`config.mk`:
```
export PLATFORM = sky130hd
export DESIGN_NAME = stereo_view_sched
export DESIGN_NICKNAME = d
export VERILOG_FILES = /design/src/rtl/stereo_view_sched_pkg.sv /design/src/rtl/stereo_view_sched_pos_tracker.sv /design/src/rtl/stereo_view_sched.sv
export SDC_FILE = /design/constraint.sdc
export NUM_CORES = 1
export LEC_CHECK = 0
export ABC_AREA = 1
export CAP_MARGIN = 20
export CORE_AREA = 2 2 109 85
export CTS_CLUSTER_DIAMETER = 100
export DETAILED_ROUTE_END_ITERATION = 6
export DIE_AREA = 0 0 111 87
export PLACE_DENSITY = 0.76
export SYNTH_ARGS = -nofsm -noshare
export SYNTH_HDL_FRONTEND = slang
export SYNTH_SLANG_ARGS = --single-unit
```
`constraint.sdc`:
```
create_clock -name aclk -period 2.3 [get_ports aclk]
set_input_delay 0.575 -clock aclk [delete_from_list [all_inputs] [get_ports aclk]]
set_output_delay 0.575 -clock aclk [all_outputs]
set_load 0.02 [all_outputs]
```
`src/rtl/stereo_view_sched_pkg.sv`:
```
// Shared types and helpers for the stereovision view scheduler.
package stereo_pkg;

   typedef enum logic [2:0] {
      VIEW_PASS   = 3'd0,
      VIEW_GRAY   = 3'd1,
      VIEW_UNF_L  = 3'd2,
      VIEW_UNF_R  = 3'd3,
      VIEW_DISP_L = 3'd4,
      VIEW_DISP_R = 3'd5
   } view_e;

   typedef enum logic {
      IDLE   = 1'b0,
      ACTIVE = 1'b1
   } sched_state_e;

   function automatic int unsigned beats_per_line(input int unsigned width,
                                                  input int unsigned samples);
      return width / samples;
   endfunction

endpackage

```
`src/rtl/stereo_view_sched_pos_tracker.sv`:
```
// Beat/line position tracking within a monitored AXI-Stream frame,
// with end-of-frame and stream-integrity event detection.
module stream_pos_tracker
   import stereo_pkg::*;
#(
   parameter int unsigned BPL    = 960,
   parameter int unsigned HEIGHT = 2160
) (
   input  logic clk,
   input  logic rst,
   input  logic active,
   input  logic abort,
   input  logic tvalid,
   input  logic tuser,
   input  logic tlast,
   output logic sof,
   output logic eof,
   output logic err_line,
   output logic err_sof
);

   localparam int unsigned BW = (BPL > 1) ? $clog2(BPL) : 1;
   localparam int unsigned LW = (HEIGHT > 1) ? $clog2(HEIGHT) : 1;
   localparam logic [BW-1:0] BEAT_LAST = BW'(BPL - 1);
   localparam logic [LW-1:0] LINE_LAST = LW'(HEIGHT - 1);

   logic [BW-1:0] beat;
   logic [LW-1:0] line;
   logic          overrun;
   logic          line_end;

   // overrun marks a last-beat without tlast; the following beat closes the
   // line regardless, so beat never has to count past BPL-1.
   always_comb begin
      sof      = tvalid & tuser & ~active;
      err_sof  = tvalid & tuser & active;
      line_end = tvalid & active & ~tuser & (tlast | overrun);
      err_line = line_end & (overrun | (beat != BEAT_LAST));
      eof      = line_end & (line == LINE_LAST);
   end

   always_ff @(posedge clk) begin
      if (rst || abort) begin
         beat    <= '0;
         line    <= '0;
         overrun <= 1'b0;
      end else if (sof || err_sof) begin
         beat    <= BW'(1);
         line    <= '0;
         overrun <= 1'b0;
      end else if (line_end) begin
         beat    <= '0;
         overrun <= 1'b0;
         line    <= (line == LINE_LAST) ? '0 : line + LW'(1);
      end else if (tvalid && active) begin
         if (beat == BEAT_LAST) overrun <= 1'b1;
         else                   beat    <= beat + BW'(1);
      end
   end

endmodule

```
`src/rtl/stereo_view_sched.sv`:
```
// Frame-synchronous view-select controller: commits the requested view only
// between frames, with auto-cycle, frame counting and stream error flags.
module stereo_view_sched
   import stereo_pkg::*;
#(
   parameter int unsigned WIDTH                 = 3840,
   parameter int unsigned HEIGHT                = 2160,
   parameter int unsigned MAX_SAMPLES_PER_CLOCK = 4,
   parameter int unsigned NUM_VIEWS             = 6,
   parameter int unsigned AUTO_FRAMES           = 60,
   parameter int unsigned TIMEOUT_CYCLES        = 1048576
) (
   input  logic        aclk,
   input  logic        areset,
   input  logic [3:0]  switch_img,
   input  logic        mon_tvalid,
   input  logic        mon_tuser,
   input  logic        mon_tlast,
   output logic [2:0]  view_sel,
   output logic        view_changed,
   output logic [15:0] frame_cnt,
   output logic        in_frame,
   output logic        err_line,
   output logic        err_sof,
   output logic        err_timeout
);

   localparam int unsigned BPL = beats_per_line(WIDTH, MAX_SAMPLES_PER_CLOCK);
   localparam int unsigned IW  = $clog2(TIMEOUT_CYCLES + 1);
   localparam int unsigned AW  = $clog2(AUTO_FRAMES + 1);
   localparam logic [IW-1:0] IDLE_LAST = IW'(TIMEOUT_CYCLES - 1);
   localparam logic [AW-1:0] AUTO_LAST = AW'(AUTO_FRAMES - 1);
   localparam logic [3:0]    NV        = 4'(NUM_VIEWS);

   if (WIDTH % MAX_SAMPLES_PER_CLOCK != 0) begin : g_bpl_check
      $error("WIDTH must be a multiple of MAX_SAMPLES_PER_CLOCK");
   end
   if (AUTO_FRAMES < 1 || TIMEOUT_CYCLES < 2) begin : g_cnt_check
      $error("AUTO_FRAMES must be >= 1 and TIMEOUT_CYCLES >= 2");
   end
   if (NUM_VIEWS < 1 || NUM_VIEWS > 6) begin : g_view_check
      $error("NUM_VIEWS must be in 1..6");
   end

   sched_state_e  state_q, state_d;
   view_e         view_q, pending, manual_view, auto_view_q, auto_view_next;
   logic [IW-1:0] idle_cnt_q;
   logic [AW-1:0] auto_cnt_q;
   logic          auto_en, auto_adv, commit, timeout;
   logic          trk_sof, trk_eof, trk_err_line, trk_err_sof;

   stream_pos_tracker #(
      .BPL    (BPL),
      .HEIGHT (HEIGHT)
   ) u_tracker (
      .clk      (aclk),
      .rst      (areset),
      .active   (state_q == ACTIVE),
      .abort    (timeout),
      .tvalid   (mon_tvalid),
      .tuser    (mon_tuser),
      .tlast    (mon_tlast),
      .sof      (trk_sof),
      .eof      (trk_eof),
      .err_line (trk_err_line),
      .err_sof  (trk_err_sof)
   );

   always_comb begin
      auto_en     = switch_img[3];
      manual_view = VIEW_PASS;
      if ({1'b0, switch_img[2:0]} < NV) manual_view = view_e'(switch_img[2:0]);
      auto_view_next = VIEW_PASS;
      if (({1'b0, auto_view_q} + 4'd1) < NV) auto_view_next = view_e'(auto_view_q + 3'd1);
      // The view advanced at this EOF must be the one committed at this EOF.
      auto_adv = auto_en & trk_eof & (auto_cnt_q == AUTO_LAST);
      pending  = auto_en ? (auto_adv ? auto_view_next : auto_view_q) : manual_view;
      commit   = (state_q == IDLE) | trk_eof;
      timeout  = (state_q == ACTIVE) & ~mon_tvalid & (idle_cnt_q == IDLE_LAST);
   end

   always_comb begin
      state_d = state_q;
      case (state_q)
         IDLE:    if (trk_sof) state_d = ACTIVE;
         ACTIVE:  if (trk_eof || timeout) state_d = IDLE;
         default: state_d = IDLE;
      endcase
   end

   always_ff @(posedge aclk) begin
      if (areset) state_q <= IDLE;
      else        state_q <= state_d;
   end

   always_ff @(posedge aclk) begin
      if (areset) begin
         view_q       <= VIEW_PASS;
         view_changed <= 1'b0;
         frame_cnt    <= '0;
         err_line     <= 1'b0;
         err_sof      <= 1'b0;
         err_timeout  <= 1'b0;
         idle_cnt_q   <= '0;
         auto_cnt_q   <= '0;
         auto_view_q  <= VIEW_PASS;
      end else begin
         view_changed <= commit && (pending != view_q);
         if (commit) view_q <= pending;
         if (trk_eof) frame_cnt <= frame_cnt + 16'd1;
         err_line    <= trk_err_line;
         err_sof     <= trk_err_sof;
         err_timeout <= timeout;
         if (state_q == ACTIVE && !mon_tvalid && !timeout) idle_cnt_q <= idle_cnt_q + IW'(1);
         else                                              idle_cnt_q <= '0;
         if (!auto_en) begin
            auto_cnt_q  <= '0;
            auto_view_q <= VIEW_PASS;
         end else if (trk_eof) begin
            if (auto_cnt_q == AUTO_LAST) begin
               auto_cnt_q  <= '0;
               auto_view_q <= auto_view_next;
            end else begin
               auto_cnt_q <= auto_cnt_q + AW'(1);
            end
         end
      end
   end

   assign view_sel = view_q;
   assign in_frame = (state_q == ACTIVE);

endmodule

```
==> run_results.csv, run 1 <==
group,metric,value,unit
cts,clkLatencyLatePin,0.33,ns
cts,cts_tree,"yes",
worst_setup_path,reg2reg_depth,12,
worst_setup_path,end_kind,"flip-flop",
cells_and_area,syn2layout_area_growth,24.30,%
synthesis,yosys.area.top_type,"dfxtp_1",
sta,clock_skew,0.01061,ns
synthesis,synthTopCellsByCount,"nand2_1 (95), inv_1 (82), dfxtp_1 (77)",
route,vias,3415,
min_path,hold_path.class,"flip-flop to flip-flop",
sta,fmax,475.2,MHz
floorplan,ios,33,
cells_and_area,final_nets,597,
grt,grt_pass1_wl,13.93,mm
worst_setup_path,arrival,2.32,ns
synthesis,ys_ff_latch,77,
synthesis,ys_top_cells_by_area,"dfxtp_1 (41%), nand2_1 (9.4%), inv_1 (8.1%)",
synthesis,synth_top_area_share,40.78,%
route,vias_per_cell,4.886,
placement,dpl_cell_area,4374,µm²
worst_setup_path,slowest_delay,0.35,ns
grt,grt_usage,17.25,%
worst_setup_path,crit_start,"idle_cnt_q[0]",
sta,setup_ws,0.1958,ns
cells_and_area,antennaDiodeCount,0,
grt,grt_max_degree,18,
route,drtIter0Drc,167,
min_path,holdPathStages,1,
route,post-route-drc-count,0,
placement,gp_congestion,0.8666,
placement,post-dp-hpwl,5.873,mm
power_and_ir_drop,ir_drop,0.3730,mV
route,ant_nets,0,
worst_setup_path,cp_max_fo,10,
cts,root_buffer,"clkbuf_16",
worst_setup_path,cp_cell_sequence,"ha_1 -> nand3_1 -> nor2_2 -> nand2_2 -> nor2_2 -> nand3_1 -> nor3b_2 -> nand2_2 -> nand3_4 -> inv_2 -> nand2_2 -> nor2_1",
cells_and_area,drive_above_1_share,10.05,%
cells_and_area,final_area,4698,µm²
grt,grt-ovfl-total,0,
worst_setup_path,critPathLaunchType,"flip-flop",
placement,io_buffers,32,
outcome,status,"complete, no violations",
power_and_ir_drop,powerDensity,641.3,nW/µm²
worst_setup_path,r2r_end,"u_tracker.overrun",
floorplan,die-area,9657,µm²
cts,h-tree-depth,3,
sta,worst_pin_slew,0.4003,ns
synthesis,seq_area_frac_synth,40.78,%
synthesis,synth_cell_type_count,39,
worst_setup_path,slowest_stage,"dfxtp_1",
synthesis,synth.yosys.warnings,0,
floorplan,die_y,87,µm
cts,ctsLongestPathBuffers,2,
floorplan,die_w,111,µm
cts,cts_buffers,9,
power_and_ir_drop,p_leak,0.001841,µW
power_and_ir_drop,total_power,3013,µW
floorplan,core,8671,µm²
cts,cts.clk_slew.worst_paths,0.06,ns
synthesis,synth_edf_count,0,
sta,slew_headroom,73.13,%
cts,cts_setup_buffers,0,
synthesis,ys.flop_type,"dfxtp_1",
sta,setup_viol,0,
synthesis,avgSynthCellArea,7.214,µm²
route,detail_route.wl_per_cell,11.53,µm
worst_setup_path,r2r_start,"idle_cnt_q[0]",
sta,slew_viol_final,0,
placement,dp_worst_setup_slack,-0.1233,ns
cts,cts.sinks,77,
sta,fin_crit_sh,91.49,%
synthesis,async_reset_ff_share,0,%
grt,antenna_found_initial,0,
min_path,worst_hold_path.endpoint,"idle_cnt_q[0]",
synthesis,syn_area,3780,µm²
worst_setup_path,crit_required,2.51,ns
floorplan,row_count,30,
worst_setup_path,r2r_slack,0.20,ns
floorplan,start_util,43.59,%
synthesis,synth_cells,524,
synthesis,synth.most_common_cell,"nand2_1",
cells_and_area,post-route-util,54.18,%
route,dr.pass1.iters,5,
sta,hold_viol,0,
placement,post-place-cells,683,
sta,rsz0062_at_grt,"no",
grt,first_global_vias,3136,
route,wl,8.056,mm
sta,fin_crit,2.104,ns
worst_setup_path,path_class,"flip-flop to flip-flop",
min_path,min_from,"idle_cnt_q[0]",
cells_and_area,fin_cells,699,
flow_run,cap_violations,0,
synthesis,mappedNetlistNets,539,
worst_setup_path,cp_common_cell,"nand2_2",
[layer usage]
metal / up-vias / part of all wire (%) / GRT usage (%)
met4: 0 / 0.86 / 4.773
li1: 1787 / - / -
met1: 1528 / 48 / 22.91
met5: - / 0 / 0
met3: 7 / 5.6 / 3.827
met2: 93 / 45 / 28.67
[power breakdown]
part / total, µW / internal (µW) / switching [µW]
clock network: 1520 / 960 / 558
registers: 1350 / 1340 / 10.4
logic: 141 / 57.8 / 82.9
total: 3010 / 2360 / 651
[timing repair]
action	CTS	global route
resized for setup	0	0
setup endpoints to repair	0	1
hold buffers	0	0
[area by class of cell]
class                      instances  area [µm²]
tap                              112       140.1
inverter                          85       321.6
multi-input combinational        356        1881
clock inverter                     6       95.09
clock buffer                      10       229.0
sequential                        77        1541
fill                             789        3973
timing repair buffer              53       490.5
[worst max path at each step]
stage                             end  slack [ns]  depth (start not counted)
floorplan               frame_cnt[13]        0.48                         10
global placement         view_changed       -0.03                         12
detailed placement       view_changed       -0.12                         12
CTS                 u_tracker.overrun        0.17                         12
global route        u_tracker.overrun       0.004                         12
finish              u_tracker.overrun        0.20                         12
[sequential cells by signal, summed over array words and instances (netlist names)]
signal / count
err_line: 1
auto_view_q: 3
frame_cnt: 16
view_changed: 1
view_sel: 3
auto_cnt_q: 6
err_timeout: 1
idle_cnt_q: 21
u_tracker.line: 12
err_sof: 1
u_tracker.beat: 10
u_tracker.overrun: 1
in_frame: 1
[critical path: cells and delay by family (launching register included)]
kind | cells | cell delay [ns]
buf+inv | 1 | 0.06
flops | 1 | 0.35
simple gates | 10 | 1.38
fa+ha+maj | 1 | 0.20
[logic make-up (layout without fill, tap and decap cells)]
logic type	count (synthesis)	in the layout	synth area share (%)
xor gates and xnor gates	23	23	5.329
and+or+nand+nor	276	276	34.82
buffers and inverters	91	154	9.468
AOI/OAI and AO/OA	51	51	7.613
DFF	77	77	40.78
adders and majority gates	6	6	1.986
[cell usage in the layout (no fill, tap or decap), types with 2 or more instances in the layout]
master           netlist  layout
a21oi_1               19      19
and3_1                 2       2
buf_4                  1      20
bufinv_16              0       2
clkbuf_16              0       9
clkdlybuf4s50_1        0      32
clkinv_4               0       3
dfxtp_1               77      77
ha_1                   6       6
inv_1                 82      82
inv_2                  2       2
nand2_1               95      95
nand2_2                3       3
nand3_1               40      40
nand3_4                2       2
nand4_1                6       6
nor2_1                76      76
nor2_2                 4       4
nor2_4                 3       3
nor3_1                22      22
nor3_2                 3       3
nor3b_1               12      12
nor4_1                 3       3
o211ai_1               3       3
o21ai_0               19      19
o21bai_1               4       4
xnor2_1                4       4
xor2_1                19      19
[stage by stage]
stage / TNS [ns] / hold WS [ns]
after global placement: -0.04972 / 0.4291
after CTS: 0 / 0.4494
final: 0 / 0.4418
after floorplan: 0 / 0.4176
after detailed placement: -0.4391 / 0.4367
after global routing: 0 / 0.4644
No activity file was read; power rests on OpenSTA's default activity.
==> run 2, diff against run 1 <==
RECOVER_POWER = 100   (was not set)
clock period = 2.2 ns   (was 2.3 ns; I/O delays follow)
==> run 2 against run 1 <==
Compared with the run above:
- global-route usage increased by 0.78 points
- critical path depth down 1
- first-iteration DRC count shrank 31%
- total power is 0.38% lower
- largest cell class unchanged
==> run_results.csv, run 2 (synthesized netlist as in run 1, its figures left out) <==
group,metric,value,unit
outcome,status,"complete, no violations",
grt,first_global_vias,3265,
worst_setup_path,critPathLaunchType,"flip-flop",
placement,io_buffers,32,
cts,ctsLongestPathBuffers,2,
cells_and_area,largest_register_ffs,21,
sta,worst_pin_slew,0.4880,ns
placement,post-dp-hpwl,6.089,mm
placement,gp_congestion,0.8807,
power_and_ir_drop,ir_drop,0.5927,mV
flow_run,cap_violations,0,
min_path,hold_path.class,"flip-flop to flip-flop",
route,vias_per_cell,4.932,
sta,slew_viol_final,0,
power_and_ir_drop,power_frac_clock,47.7,%
cts,clkLatencyLatePin,0.35,ns
route,dr.pass1.iters,4,
cells_and_area,final_common_cell,"nand2_1",
cells_and_area,regMostFlops,"idle_cnt_q",
route,ant_nets,0,
power_and_ir_drop,p_seq_share,47.2,%
route,wl,8.177,mm
grt,grt-ovfl-total,0,
cells_and_area,fin_cells,707,
route,drtIter0Drc,116,
cts,cts_buffers,9,
grt,grt_usage,18.03,%
power_and_ir_drop,swShare,24.69,%
sta,setup_tns,0,ns
cts,root_buffer,"clkbuf_16",
sta,fin_crit_sh,92.33,%
cts,h-tree-depth,3,
route,detail_route.wl_per_cell,11.57,µm
sta,setup_viol,0,
floorplan,die_w,111,µm
cells_and_area,layout_common_cells,"nand2_1 (94), inv_1 (83), nor2_1 (78)",
sta,slew_headroom,67.47,%
sta,holdWs,0.4546,ns
floorplan,die-area,9657,µm²
floorplan,die_y,87,µm
cells_and_area,seq_area,1541,µm²
worst_setup_path,crit_required,2.44,ns
worst_setup_path,endpoint,"auto_cnt_q[4]",
cells_and_area,multi_input_area,1908,µm²
power_and_ir_drop,pwr-share-comb,5.1,%
grt,grt_max_degree,18,
worst_setup_path,r2r_start,"u_tracker.line[0]",
cells_and_area,syn2layout_area_growth,25.49,%
grt,grt_pass1_wl,14.21,mm
cells_and_area,top_regs,"idle_cnt_q x21, frame_cnt x16, u_tracker.line x12",
cells_and_area,post-route-util,54.70,%
power_and_ir_drop,powerDensity,632.7,nW/µm²
cts,cts_hold_buf,0,
grt,antenna_found_initial,0,
worst_setup_path,path_class,"flip-flop to flip-flop",
worst_setup_path,crit_start,"u_tracker.line[0]",
sta,fmax,492.3,MHz
sta,clock_skew,0.009737,ns
worst_setup_path,reg2reg_depth,11,
cells_and_area,fill_cells,796,
cells_and_area,drive_above_1_share,11.43,%
power_and_ir_drop,p_int,2260,µW
worst_setup_path,r2r_slack,0.17,ns
cts,cts.sinks,77,
placement,post-place-cells,691,
floorplan,start_util,43.59,%
floorplan,row_count,30,
power_and_ir_drop,power_switching,741.0,µW
floorplan,core,8671,µm²
sta,rsz0062_at_grt,"no",
worst_setup_path,arrival,2.27,ns
cells_and_area,antennaDiodeCount,0,
route,vias,3487,
sta,hold_viol,0,
worst_setup_path,cp_max_fo,6,
cts,cts_resized,0,
worst_setup_path,end_kind,"flip-flop",
cts,cts_setup_buffers,0,
worst_setup_path,r2r_end,"auto_cnt_q[4]",
cells_and_area,final_nets,605,
cts,cts_tree,"yes",
sta,fin_crit,2.031,ns
floorplan,ios,33,
route,post-route-drc-count,0,
power_and_ir_drop,p_leak,0.001896,µW
cts,cts.clk_slew.worst_paths,0.07,ns
==> run 2: cell types whose count changed in the layout (fill, tap and decap cells not counted), sizes merged, moves of 2 or more <==
cell | before | now
buf | 21 | 25
bufinv | 2 | 0
clkbuf | 10 | 13
clkdlybuf4s50 | 32 | 22
dlygate4sd3 | 0 | 10
inv | 86 | 90
==> run 2: per-stage QoR <==
stage               power, µW  area, µm²  setup slack, ns
global route             3106       4743         0.008558
detailed placement       1600       4434          -0.2082
finish                   3001       4743           0.1686
CTS                      3037       4723          0.05820
global placement         1596       4434          -0.1172
floorplan                1525       3780           0.4064
==> run 2: area by class of cell <==
type / count / area share [%]
Multi-Input combinational cell: 356 / 40.23
Timing Repair Buffer: 61 / 11.45
Sequential cell: 77 / 32.50
Clock inverter: 7 / 1.345
Clock buffer: 9 / 4.748
Inverter: 85 / 6.779
Tap cell: 112 / 2.954
==> run 2: worst min path at each step <==
stage | startpoint | endpoint | slack [ns] | cells after the start
CTS | idle_cnt_q[0] | idle_cnt_q[0] | 0.46 | 1
global route | idle_cnt_q[0] | idle_cnt_q[0] | 0.48 | 1
finish | idle_cnt_q[0] | idle_cnt_q[0] | 0.45 | 1
global placement | idle_cnt_q[0] | idle_cnt_q[0] | 0.43 | 1
floorplan | idle_cnt_q[0] | idle_cnt_q[0] | 0.42 | 1
detailed placement | idle_cnt_q[0] | idle_cnt_q[0] | 0.45 | 1
==> run 2: worst max-delay path: stages, from the launching register on <==
cell and delay, ns:
dfxtp_1 0.37, ha_1 0.22, nand3_1 0.09, inv_1 0.10, nand3_1 0.16, inv_1 0.11
nand2_1 0.16, buf_4 0.21, nor3_1 0.20, nand2_1 0.10, xor2_1 0.14, nor2_1 0.05
==> run 2: layer usage <==
metal  up-vias  global-route usage (%)  wire length (µm)
met5         -                       0                 0
met1      1595                   23.11              4004
met4         0                   7.386               119
li1       1814                       -                 -
met3        12                   5.637               375
met2        66                   28.56              3676
==> run 2: power groups by stage <==
stage          clock (µW)  combinational (µW)  sequential (µW)
5_1_grt              1520                 168             1420
3_5_place_dp            0                 152             1450
3_3_place_gp            0                 148             1450
2_1_floorplan           0                68.9             1460
6_report             1430                 152             1420
4_1_cts              1470                 153             1420
==> RTL change 1 (flow settings as in run 2) <==
Make the reset (`areset`) asynchronous in 2 clocked blocks.
--- a/src/rtl/stereo_view_sched.sv
+++ b/src/rtl/stereo_view_sched.sv
@@ -90,3 +90,3 @@
 
-   always_ff @(posedge aclk) begin
+   always_ff @(posedge aclk or posedge areset) begin
       if (areset) state_q <= IDLE;
@@ -95,3 +95,3 @@
 
-   always_ff @(posedge aclk) begin
+   always_ff @(posedge aclk or posedge areset) begin
       if (areset) begin
Check against the original RTL: differs if areset is asserted again (counterexample within 4 cycles, from zero or initial values and one cycle with areset high); with areset held inactive, the same outputs for 10 cycles.
==> RTL change 1 against run 2 <==
Clock power hardly changed; worst setup slack better by 6.4 ps; count of clock-buffer cells in the layout stayed put; total power is 6.7% higher; largest cell class is now registers; sequential cell count stayed put; routed wire length is 1.8% lower; final cell count is 7.4% lower; critical path depth is 10 lower; first-iteration DRC count is 42% higher; cell area is 0.40% higher; synthesized area is 2.6% higher.
==> RTL change 1: results <==
{
  "status": "complete, no violations",
  "grt_max_degree": 55,
  "grt_pass1_vias": 3277,
  "synth_area_leaders": "dfrtp_1 35%, dfxtp_1 12%, nand2_1 7.7%",
  "synth_ff_type": "dfrtp_1",
  "slew_headroom_pct": 20.2,
  "crit_slowest_cell": "dlygate4sd3_1",
  "p_leak_nw": 2.16,
  "synth_cell_types": 36,
  "nNetsFinal": 553,
  "gp_congestion": 0.841,
  "clockBufferDepth": 2,
  "async_flop_share_pct": 70.1,
  "hold_start": "idle_cnt_q[0]",
  "synth-adder-area-share_pct": 1.93,
  "track_usage_pct": 18.1,
  "fin_ws_ps": 175,
  "synth_xor_area_share_pct": 8.58,
  "critical-path-top-delay-family": "buffers and inverters",
  "routedLengthMet1_um": 3800,
  "dp_slack_ps": -58.3,
  "place_area_sq_um": 4500,
  "viasPerCell": 4.92,
  "r2r_slack_ps": 220,
  "r2r-start": "idle_cnt_q[0]",
  "nFillCells": 755,
  "grtUsageMet2_pct": 31.2,
  "fin_hold_ws_ps": 460,
  "synth_seq_area_share_pct": 46.7,
  "grt_first_pass_wirelength_um": 14300,
  "dr_wl_met3_um": 259,
  "dr_wl_met2_um": 3890,
  "synth-compound-area-share_pct": 4.26,
  "cts-buffers-inserted": 9,
  "cts_root_buffer": "clkbuf_16",
  "cp-startpoint": "in_frame",
  "first_iter_violations": 165,
  "syn-num-nets": 489,
  "hpwl_um": 5840,
  "slowest_delay_ps": 700,
  "cp.arrival_ps": 1470,
  "use_met3_pct": 5.57,
  "biggestRegsByFlops": "idle_cnt_q (21), frame_cnt (16), u_tracker.line (12)",
  "drive_gt1_share_pct": 10.5,
  "hold_path.class": "flop to flop",
  "wl_per_cell_um": 12.3,
  "ir_worst_vdd_v": 0.000421,
  "top_layer": "met4",
  "skew_ps": 8.33,
  "grtUsageMet1_pct": 22.3,
  "synth_common_cells": "80 x nand2_1, 79 x nor2_1, 74 x inv_1",
  "r2r_cells": 8,
  "num_antenna_cells": 0
}
## RTL change 1: layout make-up
type,count,area share (%)
sequential,77,38.0
multi-input combinational,318,36.7
timing repair buffer,56,10.2
inverter,76,6.07
clock buffer,9,4.73
tap,112,2.94
clock inverter,7,1.39
## RTL change 1: through the flow
| stage | power, W | utilization, % | std cells |
|---|---|---|---|
| finish | 0.00320 | 54.9 | 655 |
| global placement | 0.00180 | 51.9 | 639 |
| floorplan | 0.00168 | - | 474 |
| global route | 0.00335 | 54.9 | 655 |
| detailed placement | 0.00181 | 51.9 | 639 |
| CTS | 0.00325 | 55.2 | 655 |
## RTL change 1: where the power goes
group          leakage, nW  switching (W)  total (W)  internal, W
registers            0.892      0.0000319    0.00148      0.00145
logic                 1.13       0.000181   0.000291     0.000111
clock network        0.138       0.000639    0.00143     0.000793
## RTL change 1: timing repair
action,CTS,global route
gates resized for setup,0,2
setup endpoints to repair,0,7
setup buffers,0,0
==> RTL change 2 (config.mk and constraints of run 2) <==
Without the edit above. Change the parameter `MAX_SAMPLES_PER_CLOCK` from 4 to 2.
--- a/src/rtl/stereo_view_sched.sv
+++ b/src/rtl/stereo_view_sched.sv
@@ -7,3 +7,3 @@
    parameter int unsigned HEIGHT                = 2160,
-   parameter int unsigned MAX_SAMPLES_PER_CLOCK = 4,
+   parameter int unsigned MAX_SAMPLES_PER_CLOCK = 2,
    parameter int unsigned NUM_VIEWS             = 6,
Check against the original RTL: same outputs for any inputs over 10 cycles, from zero or initial values and one cycle with areset high; that may be too few to reach the edited logic, so the function may still have changed.
==> RTL change 2 against run 2 <==
Clock power increased by 9.8%; sequential cell count increased by 1; synthesized area increased by 2.9%; largest power group unchanged; routed wire length increased by 9.7%; total power increased by 5.2%; count of clock-buffer cells in the layout unchanged; cell area increased by 3.3%; via count increased by 8.0%; highest routed layer unchanged; worst setup slack got worse by 2.0 ps; largest cell class unchanged; synthesized cell count increased by 6.7%.
==> RTL change 2: results <==
{
  "status": "complete, no violations",
  "p_leak_nw": 1.94,
  "instances_no_fill": 745,
  "seq_share_pct": 31.9,
  "synth_cell_types": 36,
  "grt_pass1_vias": 3605,
  "htree_levels": 3,
  "wl_per_cell_um": 12.0,
  "nonClkBufAreaFrac_pct": 12.3,
  "hpwl_um": 6730,
  "ir_worst_vdd_v": 0.000411,
  "buffers": 67,
  "synth-seq-cells": 78,
  "grt_max_degree": 16,
  "clkCellAreaFrac_pct": 6.36,
  "clk_pin_slew_ps": 60,
  "grtUsageMet1_pct": 23.8,
  "grt_first_pass_wirelength_um": 15600,
  "synth_area_leaders": "dfxtp_1 40%, nand2_1 11%, nor2_1 9.0%",
  "nNonClkInverters": 81,
  "first_iter_violations": 261,
  "synth_seq_area_share_pct": 40.1,
  "crit_fanout": 4,
  "track_usage_pct": 19.5,
  "cts-buffers-inserted": 9,
  "synth_mux_area_share_pct": 0,
  "use_met3_pct": 5.08,
  "grtUsageMet2_pct": 33.5,
  "synth_common_cells": "111 x nand2_1, 93 x nor2_1, 79 x inv_1",
  "nFillCells": 802,
  "slew_headroom_pct": 69.3,
  "dp_cells": 730,
  "p_sw_w": 0.000682,
  "nMultiInputCombCells": 392,
  "routedLengthMet1_um": 4180,
  "gp_congestion": 0.902,
  "synth_area_per_cell_sq_um": 6.96,
  "nNetsFinal": 644,
  "synth-adder-area-share_pct": 1.93,
  "dr_wl_met2_um": 4240,
  "drive_gt1_share_pct": 10.4,
  "synth_xor_area_share_pct": 5.18,
  "multi_input_area_share_pct": 40.4,
  "dr_wl_met3_um": 436,
  "skew_ps": 5.09,
  "io_buffers": 32,
  "syn-num-nets": 574,
  "first_pass_iters": 5,
  "dp_slack_ps": -135,
  "vias": 3765,
  "synth-compound-area-share_pct": 6.98
}
-- RTL change 2: cell types whose count changed after synthesis, sizes merged, moves of 2 or more --
cell    delta
a31oi      +2
o21a       +2
a21oi      +4
inv        -4
o21ai      -7
nor3b      -4
nand2     +14
o21bai     -2
nor3       +6
nand4      +8
nor2      +14
-- RTL change 2: power by group through the flow --
stage          clock network, W   logic, W  registers (W)
5_1_grt                 0.00166   0.000166        0.00144
2_1_floorplan                 0  0.0000649        0.00147
4_1_cts                 0.00160   0.000152        0.00144
6_report                0.00157   0.000149        0.00143
3_5_place_dp                  0   0.000151        0.00147
3_3_place_gp                  0   0.000147        0.00147
-- RTL change 2: path summary, 6_finish.rpt --
check | cells past startpoint | slack [ps] | from | endpoint
min reg2reg | 1 | 450 | idle_cnt_q[0] | idle_cnt_q[0]
max reg2reg | 11 | 170 | u_tracker.line[0] | frame_cnt[14]
max | 11 | 170 | mon_tvalid | u_tracker.line[11]
min | 1 | 450 | idle_cnt_q[0] | idle_cnt_q[0]
-- RTL change 2: kinds of logic (layout without fill, tap and decap cells) --
group,Yosys count,after routing
simple gates,315,315
buf+inv,89,163
flops,78,78
compound gates,48,48
xor+xnor,23,23
fa+ha+maj,6,6
-- RTL change 2: critical path: stages --
cell and delay, ps:
clkdlybuf4s50_1 490, nand3_1 90, nor2_2 150, inv_2 90, buf_4 140, nor2_1 100
nand3_1 90, nor2_1 150, nand2_1 80, xor2_1 150, nor3_1 190
-- RTL change 2: repair_timing --
action / in CTS / in global routing
setup endpoints to repair: 0 / 41
resized for setup: 0 / 7
buffers inserted: 0 / 0
-- RTL change 2: metrics by stage --
step,utilization (%),area (sq um)
after floorplan,-,3890
after global placement,53.1,4600
after global routing,56.5,4900
after CTS,56.7,4910
after detailed placement,53.1,4600
final,56.5,4900
